File: src/rtl/logic_unit_arbiter_pkg.sv
// rtl/logic_unit_arbiter_pkg.sv - shared constants and types for the logic unit arbiter
// Contents: WIDTH default, 3-bit opcodes OP_AND..OP_XNOR, FSM state encoding state_t.
package logic_unit_arbiter_pkg;

  localparam int WIDTH = 64;

  localparam logic [2:0] OP_AND  = 3'b000;
  localparam logic [2:0] OP_XOR  = 3'b001;
  localparam logic [2:0] OP_NAND = 3'b010;
  localparam logic [2:0] OP_OR   = 3'b011;
  localparam logic [2:0] OP_NOT  = 3'b100;
  localparam logic [2:0] OP_NOR  = 3'b101;
  localparam logic [2:0] OP_NEG  = 3'b110;
  localparam logic [2:0] OP_XNOR = 3'b111;

  typedef enum logic [1:0] {
    ST_IDLE = 2'd0,
    ST_EXEC = 2'd1,
    ST_RESP = 2'd2
  } state_t;

endpackage

File: src/rtl/logic_unit.sv
// rtl/logic_unit.sv - combinational 64-bit logic unit
// Ports: a_i, b_i operands; sel_i opcode; y_o result (same width as operands).
module logic_unit
  import logic_unit_arbiter_pkg::*;
#(
  parameter int W = WIDTH
) (
  input  logic [W-1:0] a_i,
  input  logic [W-1:0] b_i,
  input  logic [2:0]   sel_i,
  output logic [W-1:0] y_o
);

  always_comb begin
    y_o = '0;
    case (sel_i)
      OP_AND:  y_o = a_i & b_i;
      OP_XOR:  y_o = a_i ^ b_i;
      OP_NAND: y_o = ~(a_i & b_i);
      OP_OR:   y_o = a_i | b_i;
      OP_NOT:  y_o = ~a_i;
      OP_NOR:  y_o = ~(a_i | b_i);
      // Two's complement wraps naturally at W bits, so a=0 yields 0.
      OP_NEG:  y_o = ~a_i + W'(1);
      OP_XNOR: y_o = ~(a_i ^ b_i);
      default: y_o = '0;
    endcase
  end

endmodule

File: src/rtl/rr_arbiter2.sv
// rtl/rr_arbiter2.sv - combinational two-way round-robin grant
// Ports: valid0_i, valid1_i request valids; ptr_i preferred requester on contention;
//        gnt0_o, gnt1_o one-hot (or zero) grants.
module rr_arbiter2 (
  input  logic valid0_i,
  input  logic valid1_i,
  input  logic ptr_i,
  output logic gnt0_o,
  output logic gnt1_o
);

  // A lone requester always wins; ptr_i only breaks ties.
  assign gnt0_o = valid0_i & (~valid1_i | ~ptr_i);
  assign gnt1_o = valid1_i & (~valid0_i |  ptr_i);

endmodule

File: src/rtl/logic_unit_arbiter.sv
// rtl/logic_unit_arbiter.sv - shares one logic unit between two requesters, round-robin
// Ports: clk, rst (async active-high); req0_*/req1_* valid/ready request channels with
//        operands a, b and opcode sel; rsp_valid/rsp_ready response channel with rsp_id,
//        rsp_data; busy (not IDLE); cnt0/cnt1 per-requester completion counters.
module logic_unit_arbiter
  import logic_unit_arbiter_pkg::*;
#(
  parameter int CNT_W = 16
) (
  input  logic             clk,
  input  logic             rst,
  input  logic             req0_valid,
  output logic             req0_ready,
  input  logic [WIDTH-1:0] req0_a,
  input  logic [WIDTH-1:0] req0_b,
  input  logic [2:0]       req0_sel,
  input  logic             req1_valid,
  output logic             req1_ready,
  input  logic [WIDTH-1:0] req1_a,
  input  logic [WIDTH-1:0] req1_b,
  input  logic [2:0]       req1_sel,
  output logic             rsp_valid,
  input  logic             rsp_ready,
  output logic             rsp_id,
  output logic [WIDTH-1:0] rsp_data,
  output logic             busy,
  output logic [CNT_W-1:0] cnt0,
  output logic [CNT_W-1:0] cnt1
);

  state_t             state_q;
  logic               ptr_q;
  logic [WIDTH-1:0]   a_q;
  logic [WIDTH-1:0]   b_q;
  logic [2:0]         sel_q;
  logic               id_q;
  logic               rsp_valid_q;
  logic [WIDTH-1:0]   rsp_data_q;
  logic               rsp_id_q;
  logic [CNT_W-1:0]   cnt0_q;
  logic [CNT_W-1:0]   cnt1_q;

  logic               gnt0;
  logic               gnt1;
  logic               accept;
  logic [WIDTH-1:0]   lu_y;

  rr_arbiter2 u_arb (
    .valid0_i (req0_valid),
    .valid1_i (req1_valid),
    .ptr_i    (ptr_q),
    .gnt0_o   (gnt0),
    .gnt1_o   (gnt1)
  );

  logic_unit #(.W(WIDTH)) u_lu (
    .a_i   (a_q),
    .b_i   (b_q),
    .sel_i (sel_q),
    .y_o   (lu_y)
  );

  // Ready is only offered from IDLE; masking with rst keeps it low while reset is held.
  assign req0_ready = gnt0 & (state_q == ST_IDLE) & ~rst;
  assign req1_ready = gnt1 & (state_q == ST_IDLE) & ~rst;
  assign accept     = req0_ready | req1_ready;

  assign busy      = (state_q != ST_IDLE);
  assign rsp_valid = rsp_valid_q;
  assign rsp_data  = rsp_data_q;
  assign rsp_id    = rsp_id_q;
  assign cnt0      = cnt0_q;
  assign cnt1      = cnt1_q;

  always_ff @(posedge clk or posedge rst) begin
    if (rst) begin
      state_q     <= ST_IDLE;
      ptr_q       <= 1'b0;
      a_q         <= '0;
      b_q         <= '0;
      sel_q       <= OP_AND;
      id_q        <= 1'b0;
      rsp_valid_q <= 1'b0;
      rsp_data_q  <= '0;
      rsp_id_q    <= 1'b0;
      cnt0_q      <= '0;
      cnt1_q      <= '0;
    end else begin
      case (state_q)
        ST_IDLE: begin
          if (accept) begin
            a_q     <= req1_ready ? req1_a   : req0_a;
            b_q     <= req1_ready ? req1_b   : req0_b;
            sel_q   <= req1_ready ? req1_sel : req0_sel;
            id_q    <= req1_ready;
            state_q <= ST_EXEC;
          end
        end
        ST_EXEC: begin
          rsp_data_q  <= lu_y;
          rsp_id_q    <= id_q;
          rsp_valid_q <= 1'b1;
          state_q     <= ST_RESP;
        end
        ST_RESP: begin
          if (rsp_ready) begin
            rsp_valid_q <= 1'b0;
            // Hand priority to the requester that was not just served.
            ptr_q       <= ~rsp_id_q;
            if (rsp_id_q) begin
              cnt1_q <= cnt1_q + CNT_W'(1);
            end else begin
              cnt0_q <= cnt0_q + CNT_W'(1);
            end
            state_q     <= ST_IDLE;
          end
        end
        default: state_q <= ST_IDLE;
      endcase
    end
  end

endmodule

File: config.mk
export PLATFORM = sky130hd
export DESIGN_NAME = logic_unit_arbiter
export DESIGN_NICKNAME = d
export VERILOG_FILES = /design/src/rtl/logic_unit_arbiter_pkg.sv /design/src/rtl/logic_unit.sv /design/src/rtl/rr_arbiter2.sv /design/src/rtl/logic_unit_arbiter.sv
export SDC_FILE = /design/constraint.sdc
export NUM_CORES = 1
export LEC_CHECK = 0
export CORE_MARGIN = 1
export CORE_UTILIZATION = 25
export DETAILED_ROUTE_END_ITERATION = 10
export DONT_BUFFER_PORTS = 1
export PLACE_DENSITY_LB_ADDON = 0.25
export SYNTH_ARGS = -nofsm -noshare
export SYNTH_HDL_FRONTEND = slang
export SYNTH_SLANG_ARGS = --single-unit
export TNS_END_PERCENT = 1
File: constraint.sdc
create_clock -name clk -period 9.4 [get_ports clk]
set_clock_uncertainty 0.1 [all_clocks]
set_input_delay 0.47 -clock clk [delete_from_list [all_inputs] [get_ports clk]]
set_output_delay 0.47 -clock clk [all_outputs]
set_load 0.05 [all_outputs]
## Word-level counts from Yosys, hierarchy flattened

Cells that the tools add are included.

| word-level totals | value |
|---|---|
| memories kept | 0 |
| RAM bits | 0 |
| latch bits | 0 |
| register bits | 233 |
| bits of input ports | 267 |
| memory bits (read-only) | 0 |
| logic and storage cells | 65 |

| operators by class | value |
|---|---|
| magnitude comparators | 0 |
| eq/ne operators | 11 |
| muxes and demuxes | 9 |
| reductions and logical operators | 10 |
| bitwise operators | 21 |
| add/sub/neg operators | 3 |
| shift operators | 0 |
| multipliers | 0 |
| div/mod/pow operators | 0 |

Operators by type and width:

| cell | count |
|---|---|
| $pmux W64 S8 | 1 |
| $not A64 Y64 | 4 |
| $mux W64 | 2 |
| $add A64 B1 Y64 const B | 1 |
| $and A64 B64 Y64 | 1 |
| $or A64 B64 Y64 | 1 |
| $xor A64 B64 Y64 | 1 |
| $add A16 B1 Y16 const B | 2 |
| $eq A3 B3 Y1 const B | 4 |
| $reduce_and A2 Y1 | 4 |
| $and A1 B1 Y1 | 6 |
| $eq A3 B2 Y1 const B | 2 |
| $pmux W2 S3 | 1 |
| $reduce_and A3 Y1 | 2 |
| $not A1 Y1 | 5 |
| $mux W2 | 2 |
| $ne A2 B2 Y1 const B | 2 |
| $reduce_bool A2 Y1 | 2 |
| $eq A3 B1 Y1 const B | 1 |
| $logic_not A3 Y1 | 1 |
| $mux W3 | 1 |
| $or A1 B1 Y1 | 3 |
| $eq A2 B1 Y1 const B | 1 |
| $eq A2 B2 Y1 const B | 1 |
| 3 further kinds | 3 |

## Depth between registers and ports, before layout

| depth | value |
|---|---|
| depth after elaboration | 8 |
| gate-level depth with buffers | 9 |

## Modules after synthesis

From an unflattened synthesis, not the netlist that was laid out.

| second synthesis, totals | value |
|---|---|
| cells, all modules | 2,155 |
| area total of the unflattened synthesis | 18,205.0 µm² |

Modules (own cells, without submodules):

| module | area an instance (µm²) | cells each | times used | sequential area each (µm²) |
|---|---|---|---|---|
| logic_unit_arbiter | 10,386.2 | 975 | 1 | 5,830.6 |
| logic_unit | 7,800.0 | 1,177 | 1 | 0.0 |
| rr_arbiter2 | 18.8 | 3 | 1 | 0.0 |

## Worst setup path before layout

OpenSTA, ideal clock, no wires.

| timing | value |
|---|---|
| path type | register to output |
| from | reg state_q[0] |
| to | out req0_ready |
| path slack | 6.875 ns |
| arrival | 1.955 ns |
| cell stages (with the launch flop) | 6 |
| cell sequence | dfrtp_1 or2_2 nor2_1 nand3_1 clkinv_1 clkbuf_1 |

| between the ends | value |
|---|---|
| word-level cells in the longest chain between the ends | 3 |

RTL lines:

| item | RTL line | RTL |
|---|---|---|
| start: declaration | logic_unit_arbiter.sv:31 | `state_t state_q;` |
| start signal: assignment | logic_unit_arbiter.sv:77 | `state_q <= ST_IDLE;` |
| start signal: assignment | logic_unit_arbiter.sv:96 | `state_q <= ST_EXEC;` |
| start signal: assignment | logic_unit_arbiter.sv:103 | `state_q <= ST_RESP;` |
| $logic_not A2 Y1 | logic_unit_arbiter.sv:64 | `assign req0_ready = gnt0 & (state_q == ST_IDLE) & ~rst;` |
| $and A1 B1 Y1 (2 in series) | logic_unit_arbiter.sv:64 |  |
| end: declaration | logic_unit_arbiter.sv:13 | `output logic req0_ready,` |

No other way between the ends.

## Worst setup path after layout

| timing | value |
|---|---|
| from | reg state_q[0] |
| to | reg b_q[32] |

| between the ends | value |
|---|---|
| word-level cells in the longest chain between the ends | 5 |
| elaborated cells on any way between the ends | 8 |

RTL lines:

| item | RTL line | RTL |
|---|---|---|
| $logic_not A2 Y1 * | logic_unit_arbiter.sv:64, logic_unit_arbiter.sv:65, logic_unit_arbiter.sv:89 |  |
| $and A1 B1 Y1, on equally long branches (2 in series) | logic_unit_arbiter.sv:64, logic_unit_arbiter.sv:65 |  |
| $or A1 B1 Y1 | logic_unit_arbiter.sv:66 | `assign accept = req0_ready \| req1_ready;` |
| $reduce_and A2 Y1 (no source line) | n/a |  |
| end signal: assignment | logic_unit_arbiter.sv:93 | `b_q <= req1_ready ? req1_b : req0_b;` |
| end: declaration | logic_unit_arbiter.sv:34 | `logic [WIDTH-1:0] b_q;` |

Mark *: on every way between the ends. The rest lies on a longest branch, timed or not.
A chain may end at the register's enable or synchronous reset.

==> summary.md <==
| Metric | Value |
|---|---|
| Status | `finished clean` |
| Max Buffers Root-to-Sink | `3` |
| CTS tree | `done` |
| Combinational power share | `approximately half` |
| GP Congestion | `about 0.8` |
| Die Wd | `264 um` |
| Max cap viols | `0` |
| Die height | `around 260 um` |
| DRC viols | `0` |
| Async SR Flop Fraction | `100%` |
| Pre-antenna DRT Iters | `4` |
| VDD IR max | `about 160 uV` |
| Fmax | `0.251 GHz` |
| Antenna violations before repair | `2` |
| Total Power | `8220 uW` |
| CTS buffer count | `31` |
| Cells after Synth | `approximately 2200` |
| Flops & latches, synth | `approximately 230` |
| Commonest non-fill, non-tap cell in the layout | `nand2_1` |
| Static leakage | `roughly 0.0095 uW` |
| Area leader, netlist | `dfrtp_1` |
| Clock network fraction of design power | `around 15%` |
| CTS H-Tree Depth | `1` |
| CP startpoint kind | `flop` |
| Critical path peak fanout | `between 70 and 80` |
| Reg2Reg Depth | `8` |
| Sw Share | `around half` |
| CP required | `9.77 ns` |
| Layout cells sized above 1 | `between 5 and 6%` |
| Cell internal pwr | `between 4000 and 5000 uW` |
| Switching power | `4100 uW` |
| Sequential power share | `about a third` |
| Synth Cell Area | `approximately 0.017 mm2` |
| DIE AREA | `between 0.06 and 0.07 mm2` |
| Post-Route WL | `~65000 um` |
| Final net count | `about 2800` |
| FF-to-FF Start | `state_q[0]` |
| Kind of critical path | `reg2reg` |
| HP Class | `in2reg` |
| Yosys warning count | `0` |
| Hold endpoint | `sel_q[2]` |
| Vias in the first global route | `roughly 17000` |
| Total grt overflow | `0` |
| Starting DRT DRC Count | `974` |
| Tot GR Track Use | `18.3%` |
| Sequential-to-total area share from yosys stat | `about a third` |
| CTS root buffer | `clkbuf_16` |
| HP Start | `req1_sel[2]` |
| First-pass GRT wire length | `between 90000 and 100000 um` |
| Routed WL per cell | `between 15 and 20 um` |
| Avg Inst Size Synth | `~7.7 um2` |
| Hold Vio Cnt, Final | `0` |
| Total number of vias | `between 15000 and 20000` |
| Via density | `approximately 5` |
| Number of port buffers | `0` |
| Hold Path Stages | `2` |
| Hold slack | `0.0402 ns` |
| Unique cell type count in the Yosys netlist | `65` |
| Rel. slew slack | `35.4%` |
| Yosys top cell area share | `about a third` |
| DPL Wire Length | `~44000 um` |
| Setup TNS Final | `0 ns` |
| # rows | `95` |
| TritonCTS Sinks | `between 200 and 250` |
| Pwr dens | `about 380 mW/mm2` |
| Synth top area cells | `dfrtp_1 (34%), ha_1 (9.5%), nand2_1 (9.0%)` |
| Initial Utilization | `between 20% and 30%` |
| Clock Pin Slew Worst Setup and Hold Paths | `roughly 0.070 ns` |
| Reg2reg setup slack | `5.41 ns` |
| Measured slew at the worst slew-check pin | `0.969 ns` |
| R2R Path End | `b_q[32]` |
| Post-synth EDFFs | `0` |
| Top FF cell, synth | `dfrtp_1` |
| Commonest cells after routing, fill and taps aside | `nand2_1 (410), nor2_1 (280), dlygate4sd3_1 (261)` |
| Post-route ant nets | `0` |
| Synth-to-Final Area Change | `25.4%` |
| Clock Latency Late Sink | `about 0.60 ns` |
| Unrepaired setup endpoints after global routing | `false` |
| Setup-failing EPs final | `0` |
| Critical Path AT | `~4.4 ns` |
| Core area | `0.0676 mm2` |
| Crit path time final | `between 3 and 4 ns` |
| IO Count | `around 370` |
| Largest net degree at the start of global routing | `~120` |
| Period utilization | `between 40% and 50%` |
| Post-Syn Nets | `around 2600` |
| ANT cells | `0` |
| Fin. max-slew vios | `0` |
| Crit end category | `flop` |
-- cell families after synthesis --
group,count (synthesis),share of synthesized area (%)
multiplexers,73,4.53
AND/OR/NAND/NOR,861,21.5
flip-flops,233,33.9
buffers and inverters,333,7.37
XOR/XNOR,83,4.22
adder cells (fa/ha/maj),131,9.52
AO/OA/AOI/OAI,525,19.0
-- layout make-up --
type,count,area [um2]
tap,873,1090
multi-input combinational,1673,10200
timing repair buffer,288,2820
sequential,233,5840
inverter,166,636
fill,7100,46000
clock inverter,14,168
clock buffer,42,867
-- worst max path at each step --
stage | start | endpoint | depth (start not counted)
finish | state_q[0] | b_q[32] | 8
global route | state_q[0] | a_q[61] | 8
CTS | state_q[0] | req0_ready | 5
detailed placement | state_q[0] | sel_q[2] | 7
global placement | state_q[0] | sel_q[2] | 7
floorplan | rst | a_q[0] | 1
-- power groups by stage --
stage               Combinational (uW)  Clock [uW]  Sequential (uW)
detailed placement                3670           0             2830
CTS                               4200        1280             2810
global route                      4750        1310             2880
floorplan                         2990           0             2330
global placement                  3530           0             2820
finish                            4200        1230             2790
-- synth_stat cells (6+ instances only) --
library cell  instances
nand2_1             411
nor2_1              281
dfrtp_1             233
inv_1               165
a31oi_1             141
clkbuf_1            138
ha_1                131
a21oi_1             125
o21ai_0             100
xnor2_1              73
mux2i_1              52
nor3_1               40
o221ai_1             39
nand3_1              31
o22ai_1              30
buf_1                24
nand4_1              23
mux2_2               19
a211oi_1             17
o211ai_1             17
a211o_1              16
and3_1               11
nor4_1               11
or3_1                10
xor2_1               10
a221oi_1              7
nand2b_1              7
o31ai_1               6
-- state kept, by name, indices dropped and copies added (netlist names) --
| register | flops |
|---|---|
| rsp_valid | 1 |
| id_q | 1 |
| b_q | 64 |
| cnt0 | 16 |
| sel_q | 3 |
| state_q | 2 |
| a_q | 64 |
| rsp_id | 1 |
| ptr_q | 1 |
| rsp_data | 64 |
| cnt1 | 16 |
-- layer usage --
metal	up-vias	wire [um]	track usage, %
met5	-	13	0
li1	8029	-	-
met2	395	32200	32.6
met4	2	1670	4.90
met1	8059	27900	22.4
met3	84	3180	3.34
-- critical path: stages, from the launching register on --
cell           delay, ns
dfrtp_1             0.46
or2_2               0.48
nor2_1              0.34
nand3_4             0.61
buf_4               0.51
buf_4               0.36
nor2_1              0.22
a31oi_1             0.07
dlygate4sd3_1       0.61
-- what timing repair did --
| action | CTS | global route |
|---|---|---|
| gates resized for setup | 0 | 0 |
| setup buffers | 0 | 0 |
| hold buffers | 261 | 0 |
| endpoints found under the hold margin | 244 | 0 |
-- per-stage QoR --
step                      cells  area, um2  setup slack (ns)  util, %
after floorplan            2239      17200              2.44        -
after global placement     2972      17900              5.68     26.5
after detailed placement   2972      17900              5.59     26.5
after CTS                  3289      21600              5.42     31.9
after global routing       3289      21600              5.14     31.9
final                      3289      21600              5.41     31.9
(Power assumes the default switching activity.)
